**config.mk**
```make
export PLATFORM = sky130hd
export DESIGN_NAME = seg_scan_mux
export DESIGN_NICKNAME = d
export VERILOG_FILES = /design/src/rtl/seg_disp_pkg.sv /design/src/rtl/scan_tick_gen.sv /design/src/rtl/seg_scan_mux.sv
export SDC_FILE = /design/constraint.sdc
export NUM_CORES = 1
export LEC_CHECK = 0
export CAP_MARGIN = 20
export CORE_MARGIN = 2
export CORE_UTILIZATION = 26
export DETAILED_ROUTE_END_ITERATION = 16
export GPL_TIMING_DRIVEN = 1
export PLACE_DENSITY_LB_ADDON = 0.05
export SYNTH_ARGS = -nofsm -noshare
export SYNTH_HDL_FRONTEND = slang
export SYNTH_SLANG_ARGS = --single-unit
```
**constraint.sdc**
```tcl
create_clock -name clk -period 5 [get_ports clk]
set_input_delay 0.5 -clock clk [delete_from_list [all_inputs] [get_ports clk]]
set_output_delay 0.5 -clock clk [all_outputs]
set_load 0.02 [all_outputs]
```
**src/rtl/seg_disp_pkg.sv**
```systemverilog
// Shared constants, types and helpers for the 7-segment scan multiplexer.
package seg_disp_pkg;

    localparam int unsigned DEF_NUM_DIGITS = 4;
    localparam int unsigned IDX_W          = $clog2(DEF_NUM_DIGITS);

    typedef logic [IDX_W-1:0]          digit_idx_t;
    typedef logic [DEF_NUM_DIGITS-1:0] anode_t;

    localparam anode_t ANODE_OFF = '1;

    typedef struct packed {
        logic [4*DEF_NUM_DIGITS-1:0] digits;
        logic [DEF_NUM_DIGITS-1:0]   dots;
        logic [DEF_NUM_DIGITS-1:0]   blank;
    } frame_t;

    // Active-low one-hot anode for the given digit index.
    function automatic anode_t anode_sel(input digit_idx_t idx);
        anode_t a;
        a      = ANODE_OFF;
        a[idx] = 1'b0;
        return a;
    endfunction

endpackage

```
**src/rtl/scan_tick_gen.sv**
```systemverilog
// Slot prescaler: marks the last cycle of each digit slot and the anodes-off guard window.
module scan_tick_gen #(
    parameter int unsigned REFRESH_DIV  = 100000,
    parameter int unsigned GUARD_CYCLES = 2000
) (
    input  logic clk,
    input  logic rst_n,
    output logic slot_tick,
    output logic in_guard
);

    localparam int unsigned CNT_W = $clog2(REFRESH_DIV);
    localparam logic [CNT_W-1:0] CNT_LAST  = CNT_W'(REFRESH_DIV - 1);
    localparam logic [CNT_W-1:0] GUARD_END = CNT_W'(GUARD_CYCLES);

    logic [CNT_W-1:0] div_cnt_q, div_cnt_d;

    assign slot_tick = (div_cnt_q == CNT_LAST);
    assign in_guard  = (div_cnt_q < GUARD_END);

    always_comb begin
        div_cnt_d = div_cnt_q + 1'b1;
        if (slot_tick) begin
            div_cnt_d = '0;
        end
    end

    always_ff @(posedge clk) begin
        if (!rst_n) begin
            div_cnt_q <= '0;
        end else begin
            div_cnt_q <= div_cnt_d;
        end
    end

endmodule

```
**src/rtl/seg_scan_mux.sv**
```systemverilog
// Four-digit 7-segment scanner: rotates one active-low anode per slot with a guard gap,
// double-buffered digit data and optional leading-zero suppression.
module seg_scan_mux
    import seg_disp_pkg::*;
#(
    parameter int unsigned NUM_DIGITS   = DEF_NUM_DIGITS,
    parameter int unsigned REFRESH_DIV  = 100000,
    parameter int unsigned GUARD_CYCLES = 2000
) (
    input  logic                    clk,
    input  logic                    rst_n,
    input  logic                    load,
    input  logic [4*NUM_DIGITS-1:0] digits,
    input  logic [NUM_DIGITS-1:0]   dots,
    input  logic [NUM_DIGITS-1:0]   blank,
    input  logic                    lz_en,
    output logic [NUM_DIGITS-1:0]   anode_n,
    output logic [3:0]              nibble,
    output logic                    dot_n,
    output logic                    frame_start
);

    localparam digit_idx_t LAST_IDX = digit_idx_t'(NUM_DIGITS - 1);

    logic       slot_tick;
    logic       in_guard;
    logic       frame_wrap;
    digit_idx_t idx_q, idx_d;

    frame_t in_frame;
    frame_t shadow_q, shadow_d;
    frame_t active_q, active_d;

    logic [NUM_DIGITS-1:0] dark;
    logic                  zero_run;

    anode_t     anode_q, anode_d;
    logic [3:0] nibble_q, nibble_d;
    logic       dot_n_q, dot_n_d;
    logic       frame_start_q, frame_start_d;

    scan_tick_gen #(
        .REFRESH_DIV  (REFRESH_DIV),
        .GUARD_CYCLES (GUARD_CYCLES)
    ) u_scan_tick_gen (
        .clk       (clk),
        .rst_n     (rst_n),
        .slot_tick (slot_tick),
        .in_guard  (in_guard)
    );

    assign frame_wrap = slot_tick && (idx_q == LAST_IDX);
    assign in_frame   = '{digits: digits, dots: dots, blank: blank};

    always_comb begin
        idx_d = idx_q;
        if (slot_tick) begin
            idx_d = frame_wrap ? '0 : idx_q + 1'b1;
        end
    end

    // Active only changes when a new frame starts; a coincident load bypasses the shadow.
    always_comb begin
        shadow_d = load ? in_frame : shadow_q;
        active_d = frame_wrap ? shadow_d : active_q;
    end

    // Walk from the most significant digit down while every digit seen so far is a bare zero.
    always_comb begin
        zero_run = lz_en;
        dark     = '0;
        for (int i = NUM_DIGITS - 1; i >= 0; i--) begin
            zero_run = zero_run && (active_q.digits[4*i +: 4] == 4'h0) && !active_q.dots[i];
            dark[i]  = active_q.blank[i] || (zero_run && (i != 0));
        end
    end

    always_comb begin
        anode_d       = anode_sel(idx_q);
        if (in_guard || dark[idx_q]) begin
            anode_d = ANODE_OFF;
        end
        nibble_d      = active_q.digits[{idx_q, 2'b00} +: 4];
        dot_n_d       = ~active_q.dots[idx_q];
        frame_start_d = frame_wrap;
    end

    always_ff @(posedge clk) begin
        if (!rst_n) begin
            idx_q         <= '0;
            shadow_q      <= '0;
            active_q      <= '0;
            anode_q       <= ANODE_OFF;
            nibble_q      <= 4'h0;
            dot_n_q       <= 1'b1;
            frame_start_q <= 1'b0;
        end else begin
            idx_q         <= idx_d;
            shadow_q      <= shadow_d;
            active_q      <= active_d;
            anode_q       <= anode_d;
            nibble_q      <= nibble_d;
            dot_n_q       <= dot_n_d;
            frame_start_q <= frame_start_d;
        end
    end

    assign anode_n     = anode_q;
    assign nibble      = nibble_q;
    assign dot_n       = dot_n_q;
    assign frame_start = frame_start_q;

endmodule

```
* Word-level counts from Yosys, hierarchy flattened
Cells that the tools add are included.
Storage, ports and cells: register bits 77, output and inout bits 10, logic and storage cells 51
Cells by class: $add $sub $neg 2, magnitude comparators 3, eq/ne operators 2, shift-type cells 1, multiplexer cells 8, bitwise logic cells 3, reduce and logical (&&, ||, !) cells 20
Operators by type and width (number):
- 24-bit 2-to-1 mux | 1
- 17-bit by 1-bit adder with 17-bit output (second input constant) | 1
- 17-bit == test (second input constant) | 1
- 17-bit by 11-bit less-than comparator with 1-bit output (second input constant) | 1
- 16-bit by 5-bit variable part select with 4-bit output | 1
- 4-bit logical NOT | 3
- 1-bit logical AND | 8
- 1-bit binary-select mux with 2-bit select | 2
- 1-bit logical OR | 4
- 4-bit NOT | 1
- 2-bit OR reduction | 2
- 1-bit logical NOT | 3
- 2-bit by 3-bit less-than comparator with 1-bit output (second input constant) | 1
- 1-bit 2-to-1 mux | 3
- 2-bit by 1-bit adder with 2-bit output (second input constant) | 1
- 1-bit demux with 2-bit select | 1
- 2-bit == test (second input constant) | 1
- 2-bit by 1-bit greater-or-equal comparator with 1-bit output (second input constant) | 1
- 2-bit 2-to-1 mux | 1
- 1-bit NOT | 2

* Logic depth before layout (Yosys ltp)
Gate-level depths: netlist (run 1).
depth in word-level cells 12, depth in mapped cells 6, gate-level depth less buffers 5

* Hierarchy
From an unflattened synthesis (run 1), not the netlist that was laid out.
Unflattened totals: cells, all modules 305, area total of the unflattened synthesis 3066.7 sq um
Modules (own cells, without submodules):
- seg_scan_mux | instances 1, cells each 216, area an instance 2289.7 sq um, seq. area each 1201.2 sq um
- scan_tick_gen | instances 1, cells each 89, area an instance 777.0 sq um, seq. area each 340.3 sq um

* Worst setup path before layout (run 1)
OpenSTA, ideal clock, no wires.
kind reg-to-reg, from register u_scan_tick_gen.div_cnt_q[0], to register u_scan_tick_gen.div_cnt_q[10], data arrival time 1727 ps, required time 4885 ps, slack 3158 ps, stages on the path, launching flop included 7, path buffers 1, cell sequence dfxtp_1 > ha_1 > nand4_4 > or3b_4 > o21ai_1 > buf_4 > nor2_1
Between the ends: longest elaborated chain between the ends 2
Ends and longest elaborated chain:
- from (decl) | RTL line scan_tick_gen.sv:16 | logic [CNT_W-1:0] div_cnt_q, div_cnt_d;
- from (signal assigned) | RTL line scan_tick_gen.sv:32 | div_cnt_q <= div_cnt_d;
- branches (longest 2 deep; another with 17-bit by 1-bit adder with 17-bit output)
Parallel ways; which one is timed is not known. A chain may end at the register's enable or synchronous reset.

* Worst setup path after layout (run 1)
from register u_scan_tick_gen.div_cnt_q[12], to register active_q[7] in the netlist's numbering
Between the ends: longest elaborated chain between the ends 2
Ends and longest elaborated chain:
- 17-bit == test | RTL line scan_tick_gen.sv:18 | assign slot_tick = (div_cnt_q == CNT_LAST);
- 1-bit logical AND | RTL line seg_scan_mux.sv:52 | assign frame_wrap = slot_tick && (idx_q == LAST_IDX);
- to (signal assigned) | RTL line seg_scan_mux.sv:100 | active_q <= active_d;
- to (decl) | RTL line seg_scan_mux.sv:32 | frame_t active_q, active_d;
No other way between the ends.

==> flow_metrics.py, run 1 <==
metrics = {
    "timing": {
        "hold_viol": 0,
        "fin_crit_ns": 2.232,
        "finalSetupTns_ns": 0,
        "rsz0062_at_grt": "false",
        "clock.fmax_ghz": 0.4481,
        "fin_crit_sh_pct": 44.64,
        "setup_violations": 0,
        "slew_headroom_pct": 35.84,
        "finalMaxSlewViolations": 0,
        "finClkSkew_ns": 0.005555,
        "tightest_slew_ns": 0.9504,
    },
    "die": {
        "core_area_um2": 12110,
        "start_util_pct": 26.88,
        "rows": 40,
        "die_h_um": 115.9,
        "ioPinCount": 38,
        "dieArea_um2": 13430,
        "die_w_um": 115.9,
    },
    "setup_path": {
        "worst-path-buf-inv": 0,
        "cp-start-kind": "register",
        "cpMaxStageDelayCell": "or4_4",
        "crit_chain": "or4_4, nor2_2, nand3_2, mux2_2",
        "required_ns": 5.23,
        "crit_cells": 4,
        "reg2regPathDepth": 4,
        "arrival_ns": 2.46,
        "cp_max_fo": 24,
        "reg2reg_from": "u_scan_tick_gen.div_cnt_q[12]",
        "endpoint_kind": "register",
        "worstSetupPathType": "reg2reg",
        "regToRegSetupSlack_ns": 2.77,
        "cp_top_family": "simple AND/OR/NAND/NOR gates",
        "critPathLaunch": "u_scan_tick_gen.div_cnt_q[12]",
        "max_stage_delay_ns": 0.57,
        "r2r_end": "active_q[7]",
        "setup.worst_path.end": "active_q[7]",
    },
    "cells_and_area": {
        "multi_input_area_um2": 1617,
        "final_cell_area_um2": 4070,
        "drive_gt1_share_pct": 14.53,
        "nets": 373,
        "seqCellArea_um2": 1541,
        "area_delta_synth_final_pct": 25.02,
        "fillers": 1280,
        "num_antenna_cells": 0,
    },
    "global_routing": {
        "antenna_found_initial": 0,
        "grt_pass1_wl_mm": 11.43,
        "grt_overflow_total": 0,
        "grt_start_max_net_pins": 61,
        "grt_pass1_vias": 2184,
        "grt_usage_pct": 11.40,
    },
    "logic_synthesis": {
        "yosysTopAreaCell": "dfxtp_1",
        "avgSynthCellArea_um2": 10.67,
        "ys_async_sr_fraction_pct": 0,
        "yosysMostFrequentCell": "dfxtp_1",
        "synth-simple-area-share_pct": 22.10,
        "synthAdderAreaFrac_pct": 1.922,
        "synthFlopType": "dfxtp_1",
        "syn-cell-area_um2": 3256,
        "yosys_warnings": 0,
        "synth.mux.area_fraction_pct": 19.14,
        "synthesis.nets": 338,
        "synth_top_family_by_area": "simple AND/OR/NAND/NOR gates",
        "synth_enable_flop_cells": 0,
        "ys_top_cells_by_area": "dfxtp_1 (47%), mux2_2 (8.3%), mux2i_1 (7.4%)",
        "syn_inst": 305,
        "ys_ff_latch": 77,
        "synth_top_area_share_pct": 47.35,
        "netlist_top_cells_count": "dfxtp_1 (77), and2_1 (30), nor2b_1 (25)",
        "yosys.area_share.xor_xnor_pct": 3.497,
        "synth_compound_area_share_pct": 2.998,
        "ys_types": 38,
        "ys_seq_area_share_pct": 47.35,
    },
    "routing": {
        "drt-total-wl_mm": 6.927,
        "first_iter_violations": 99,
        "drcViolationCount": 0,
        "route.detailed.wl_per_inst_um": 13.53,
        "final_antenna_net_count": 0,
        "routed_via_density": 4.244,
        "drtPass1Iterations": 4,
        "dr_total_vias": 2173,
    },
    "power_and_ir_drop": {
        "leakage_nw": 1.570,
        "power.switching_mw": 0.2795,
        "finalPower_mw": 1.355,
        "p_clk_share_pct": 48.6,
        "sequentialPowerShare_pct": 46.6,
        "p_int_mw": 1.076,
        "peakVddDrop_uv": 114.6,
        "pwr-share-comb_pct": 4.8,
        "p_per_area_nw_per_um2": 333.0,
        "switching_share_pct": 20.63,
    },
    "clock_network": {
        "cts_setup_buffers": 0,
        "cts_sinks": 77,
        "clkLatencyLatePin_ns": 0.34,
        "cts_tree": "done",
        "ctsLongestPathBuffers": 2,
        "postCtsResizedCells": 0,
        "h-tree-depth": 3,
        "root_buffer": "clkbuf_16",
        "cts_made_buffers": 9,
        "holdBufCountCts": 0,
        "clk_pin_slew_ns": 0.06,
    },
    "place": {
        "dpl.hpwl_mm": 4.582,
        "gp_congestion": 0.7102,
        "port_buffers": 37,
        "place_area_um2": 3769,
    },
    "hold_path": {
        "min_path_type": "reg2reg",
    },
    "run_status": {
        "outcome": "complete, no violations",
    },
    "flow_run": {
        "maxCapViolCount": 0,
    },
}
==> through the flow <==
| step | std cells | util, % | setup WS [ns] | hold WS [ns] |
|---|---|---|---|---|
| after CTS | 511 | 33.54 | 2.528 | 0.4646 |
| after global placement | 496 | 31.12 | 2.577 | 0.4437 |
| after floorplan | 305 | - | 3.158 | 0.4296 |
| after detailed placement | 496 | 31.12 | 2.534 | 0.4513 |
| after global routing | 512 | 33.61 | 2.515 | 0.4844 |
| final | 512 | 33.61 | 2.768 | 0.4633 |
==> cell usage in the layout, fill, tap and decap left out, types with 5 or more instances in the layout <==
cell / netlist / layout
and2_1: 30 / 30
nor2_1: 20 / 20
nand4_1: 6 / 6
clkbuf_16: 0 / 9
mux4_2: 5 / 5
nand2_1: 8 / 8
o21ai_0: 6 / 6
mux2_2: 24 / 24
clkdlybuf4s50_1: 0 / 37
nor4_1: 5 / 5
nor2b_1: 25 / 25
xnor2_1: 9 / 9
dfxtp_1: 77 / 77
nand3_1: 7 / 7
mux2i_1: 24 / 24
ha_1: 5 / 5
==> layer usage <==
metal	up-vias	routed length [um]	GRT usage, %
met5	-	0	0
met4	0	201	7.381
met3	12	229	2.981
met2	31	2954	16.65
met1	1009	3541	14.87
li1	1121	-	-
==> sequential cells by signal (all words and copies together) (netlist names) <==
register                   flops
anode_n                        4
frame_start                    1
nibble                         4
u_scan_tick_gen.div_cnt_q     17
dot_n                          1
idx_q                          2
shadow_q                      24
active_q                      24
==> logic make-up (layout without fill, tap and decap cells) <==
family	Yosys count	count (layout)
flip-flops	77	77
XOR/XNOR	13	13
AO/OA/AOI/OAI	15	15
multiplexers	53	53
buffers and inverters	20	59
adder cells (fa/ha/maj)	5	5
AND/OR/NAND/NOR	122	122
==> worst min path at each step <==
stage                                      start                           end  slack [ns]  cells after the start
floorplan           u_scan_tick_gen.div_cnt_q[0]  u_scan_tick_gen.div_cnt_q[0]        0.43                      1
global placement    u_scan_tick_gen.div_cnt_q[0]  u_scan_tick_gen.div_cnt_q[0]        0.44                      1
detailed placement  u_scan_tick_gen.div_cnt_q[0]  u_scan_tick_gen.div_cnt_q[0]        0.45                      1
CTS                 u_scan_tick_gen.div_cnt_q[0]  u_scan_tick_gen.div_cnt_q[0]        0.46                      1
global route        u_scan_tick_gen.div_cnt_q[0]  u_scan_tick_gen.div_cnt_q[0]        0.48                      1
finish              u_scan_tick_gen.div_cnt_q[0]  u_scan_tick_gen.div_cnt_q[0]        0.46                      1
==> power groups by stage <==
stage          Combinational (mW)  Sequential [mW]  Clock [mW]
2_1_floorplan              0.0356            0.644           0
3_3_place_gp               0.0662            0.645           0
3_5_place_dp               0.0663            0.645           0
4_1_cts                    0.0665            0.632       0.680
5_1_grt                    0.0725            0.633       0.704
6_report                   0.0653            0.632       0.658
==> final cells by class <==
type / count / share of cell area (%)
clock buffers: 14 / 6.486
clock inverters: 1 / 0.7378
inverters: 4 / 0.3689
multi-input cells: 208 / 39.72
flip-flops and latches: 77 / 37.87
well taps: 168 / 5.164
repair buffers: 40 / 9.653
No activity file was read; power rests on OpenSTA's default activity.
==> run 2: changes to the inputs <==
clock period = 2.35 ns   (was 5 ns; I/O delays follow)
==> flow_metrics.py, run 2 (synthesis gave the netlist of run 1 again) <==
metrics = {
    "die": {
        "die_w_um": 115.9,
        "core_area_um2": 12110,
        "start_util_pct": 26.88,
        "dieArea_um2": 13430,
        "ioPinCount": 38,
        "rows": 40,
        "die_h_um": 115.9,
    },
    "setup_path": {
        "regToRegSetupSlack_ns": 0.37,
        "required_ns": 2.61,
        "setup.worst_path.end": "idx_q[0]",
        "reg2reg_from": "u_scan_tick_gen.div_cnt_q[0]",
        "cpMaxStageDelayCell": "or4_1",
        "cp-start-kind": "register",
        "endpoint_kind": "register",
        "critPathLaunch": "u_scan_tick_gen.div_cnt_q[0]",
        "cp_max_fo": 8,
        "crit_chain": "ha_1, nand4_4, or3b_4, or4_1, a21boi_1",
        "reg2regPathDepth": 5,
        "worstSetupPathType": "reg2reg",
        "max_stage_delay_ns": 0.47,
        "r2r_end": "idx_q[0]",
        "arrival_ns": 2.24,
    },
    "place": {
        "dpl.hpwl_mm": 4.563,
        "port_buffers": 37,
        "place_area_um2": 3824,
        "place_ws_ns": 0.3788,
        "gp_congestion": 0.7435,
        "dp.cells": 500,
    },
    "global_routing": {
        "antenna_found_initial": 0,
        "grt_start_max_net_pins": 61,
        "grt_usage_pct": 11.16,
        "grt_overflow_total": 0,
        "grt_pass1_wl_mm": 11.36,
        "grt_pass1_vias": 2284,
    },
    "timing": {
        "setup_violations": 0,
        "finalSetupTns_ns": 0,
        "finClkSkew_ns": 0.008200,
        "rsz0062_at_grt": "false",
        "slew_headroom_pct": 47.05,
        "whs_ns": 0.4761,
        "finalMaxSlewViolations": 0,
        "tightest_slew_ns": 0.7843,
        "clock.fmax_ghz": 0.5052,
        "setup_slack_ns": 0.3705,
        "hold_viol": 0,
        "fin_crit_sh_pct": 84.23,
        "fin_crit_ns": 1.979,
    },
    "cells_and_area": {
        "area_delta_synth_final_pct": 27.48,
        "drive_gt1_share_pct": 16.09,
        "num_antenna_cells": 0,
        "utilization_pct": 34.27,
        "layout_commonest_cell": "dfxtp_1",
        "reg_top3": "active_q (24), shadow_q (24), u_scan_tick_gen.div_cnt_q (17)",
        "final_cell_area_um2": 4150,
        "nets": 376,
        "final_cell_mix": "dfxtp_1 (77), clkdlybuf4s50_1 (37), and2_1 (30)",
        "final_cells": 516,
        "fillers": 1263,
    },
    "routing": {
        "first_iter_violations": 57,
        "drcViolationCount": 0,
        "routed_via_density": 4.178,
        "drt-total-wl_mm": 6.812,
        "drtPass1Iterations": 4,
        "final_antenna_net_count": 0,
        "dr_total_vias": 2156,
        "route.detailed.wl_per_inst_um": 13.20,
    },
    "power_and_ir_drop": {
        "peakVddDrop_uv": 363.9,
        "p_per_area_nw_per_um2": 719.7,
        "leakage_nw": 1.613,
        "finalPower_mw": 2.987,
    },
    "clock_network": {
        "h-tree-depth": 3,
        "holdBufCountCts": 0,
        "cts_tree": "done",
        "cts_made_buffers": 9,
        "clk_pin_slew_ns": 0.06,
        "cts_sinks": 77,
        "clkLatencyLatePin_ns": 0.33,
        "ctsLongestPathBuffers": 2,
        "postCtsResizedCells": 0,
        "cts_setup_buffers": 0,
        "root_buffer": "clkbuf_16",
    },
    "hold_path": {
        "min_path_type": "reg2reg",
    },
    "flow_run": {
        "maxCapViolCount": 0,
    },
    "run_status": {
        "outcome": "complete, no violations",
    },
}
run 2: power by group:
| group | total, mW | internal (mW) | switching (mW) | leakage, nW |
|---|---|---|---|---|
| registers | 1.34 | 1.33 | 0.0106 | 0.626 |
| logic | 0.143 | 0.0829 | 0.0599 | 0.824 |
| clock network | 1.50 | 0.984 | 0.515 | 0.163 |
run 2: layer usage:
layer	global-route usage [%]	routed length, um
met2	17.00	2976
met3	2.510	169
met5	0	0
met4	6.429	136
met1	14.53	3529
run 2: worst min path at each step:
| stage | endpoint | start | cells after the start | slack, ns |
|---|---|---|---|---|
| 6_report | u_scan_tick_gen.div_cnt_q[0] | u_scan_tick_gen.div_cnt_q[0] | 1 | 0.48 |
| 5_1_grt | u_scan_tick_gen.div_cnt_q[0] | u_scan_tick_gen.div_cnt_q[0] | 1 | 0.51 |
| 4_1_cts | u_scan_tick_gen.div_cnt_q[0] | u_scan_tick_gen.div_cnt_q[0] | 1 | 0.48 |
| 3_5_place_dp | u_scan_tick_gen.div_cnt_q[0] | u_scan_tick_gen.div_cnt_q[0] | 1 | 0.47 |
| 3_3_place_gp | u_scan_tick_gen.div_cnt_q[0] | u_scan_tick_gen.div_cnt_q[0] | 1 | 0.45 |
| 2_1_floorplan | u_scan_tick_gen.div_cnt_q[0] | u_scan_tick_gen.div_cnt_q[0] | 1 | 0.43 |
run 2: cell type report:
type / instances / area, um2 / share of cell area (%)
repair buffers: 43 / 440.4 / 10.61
clock inverters: 4 / 70.07 / 1.688
well taps: 168 / 210.2 / 5.065
flip-flops and latches: 77 / 1541 / 37.14
multi-input cells: 208 / 1617 / 38.95
clock buffers: 12 / 256.5 / 6.180
inverters: 4 / 15.01 / 0.3618
run 2: critical path: cells and delay by family (launching register included):
family | cells | cell delay [ns]
AO/OA/AOI/OAI | 1 | 0.14
adder cells (fa/ha/maj) | 1 | 0.27
flip-flops | 1 | 0.38
AND/OR/NAND/NOR | 3 | 1.12
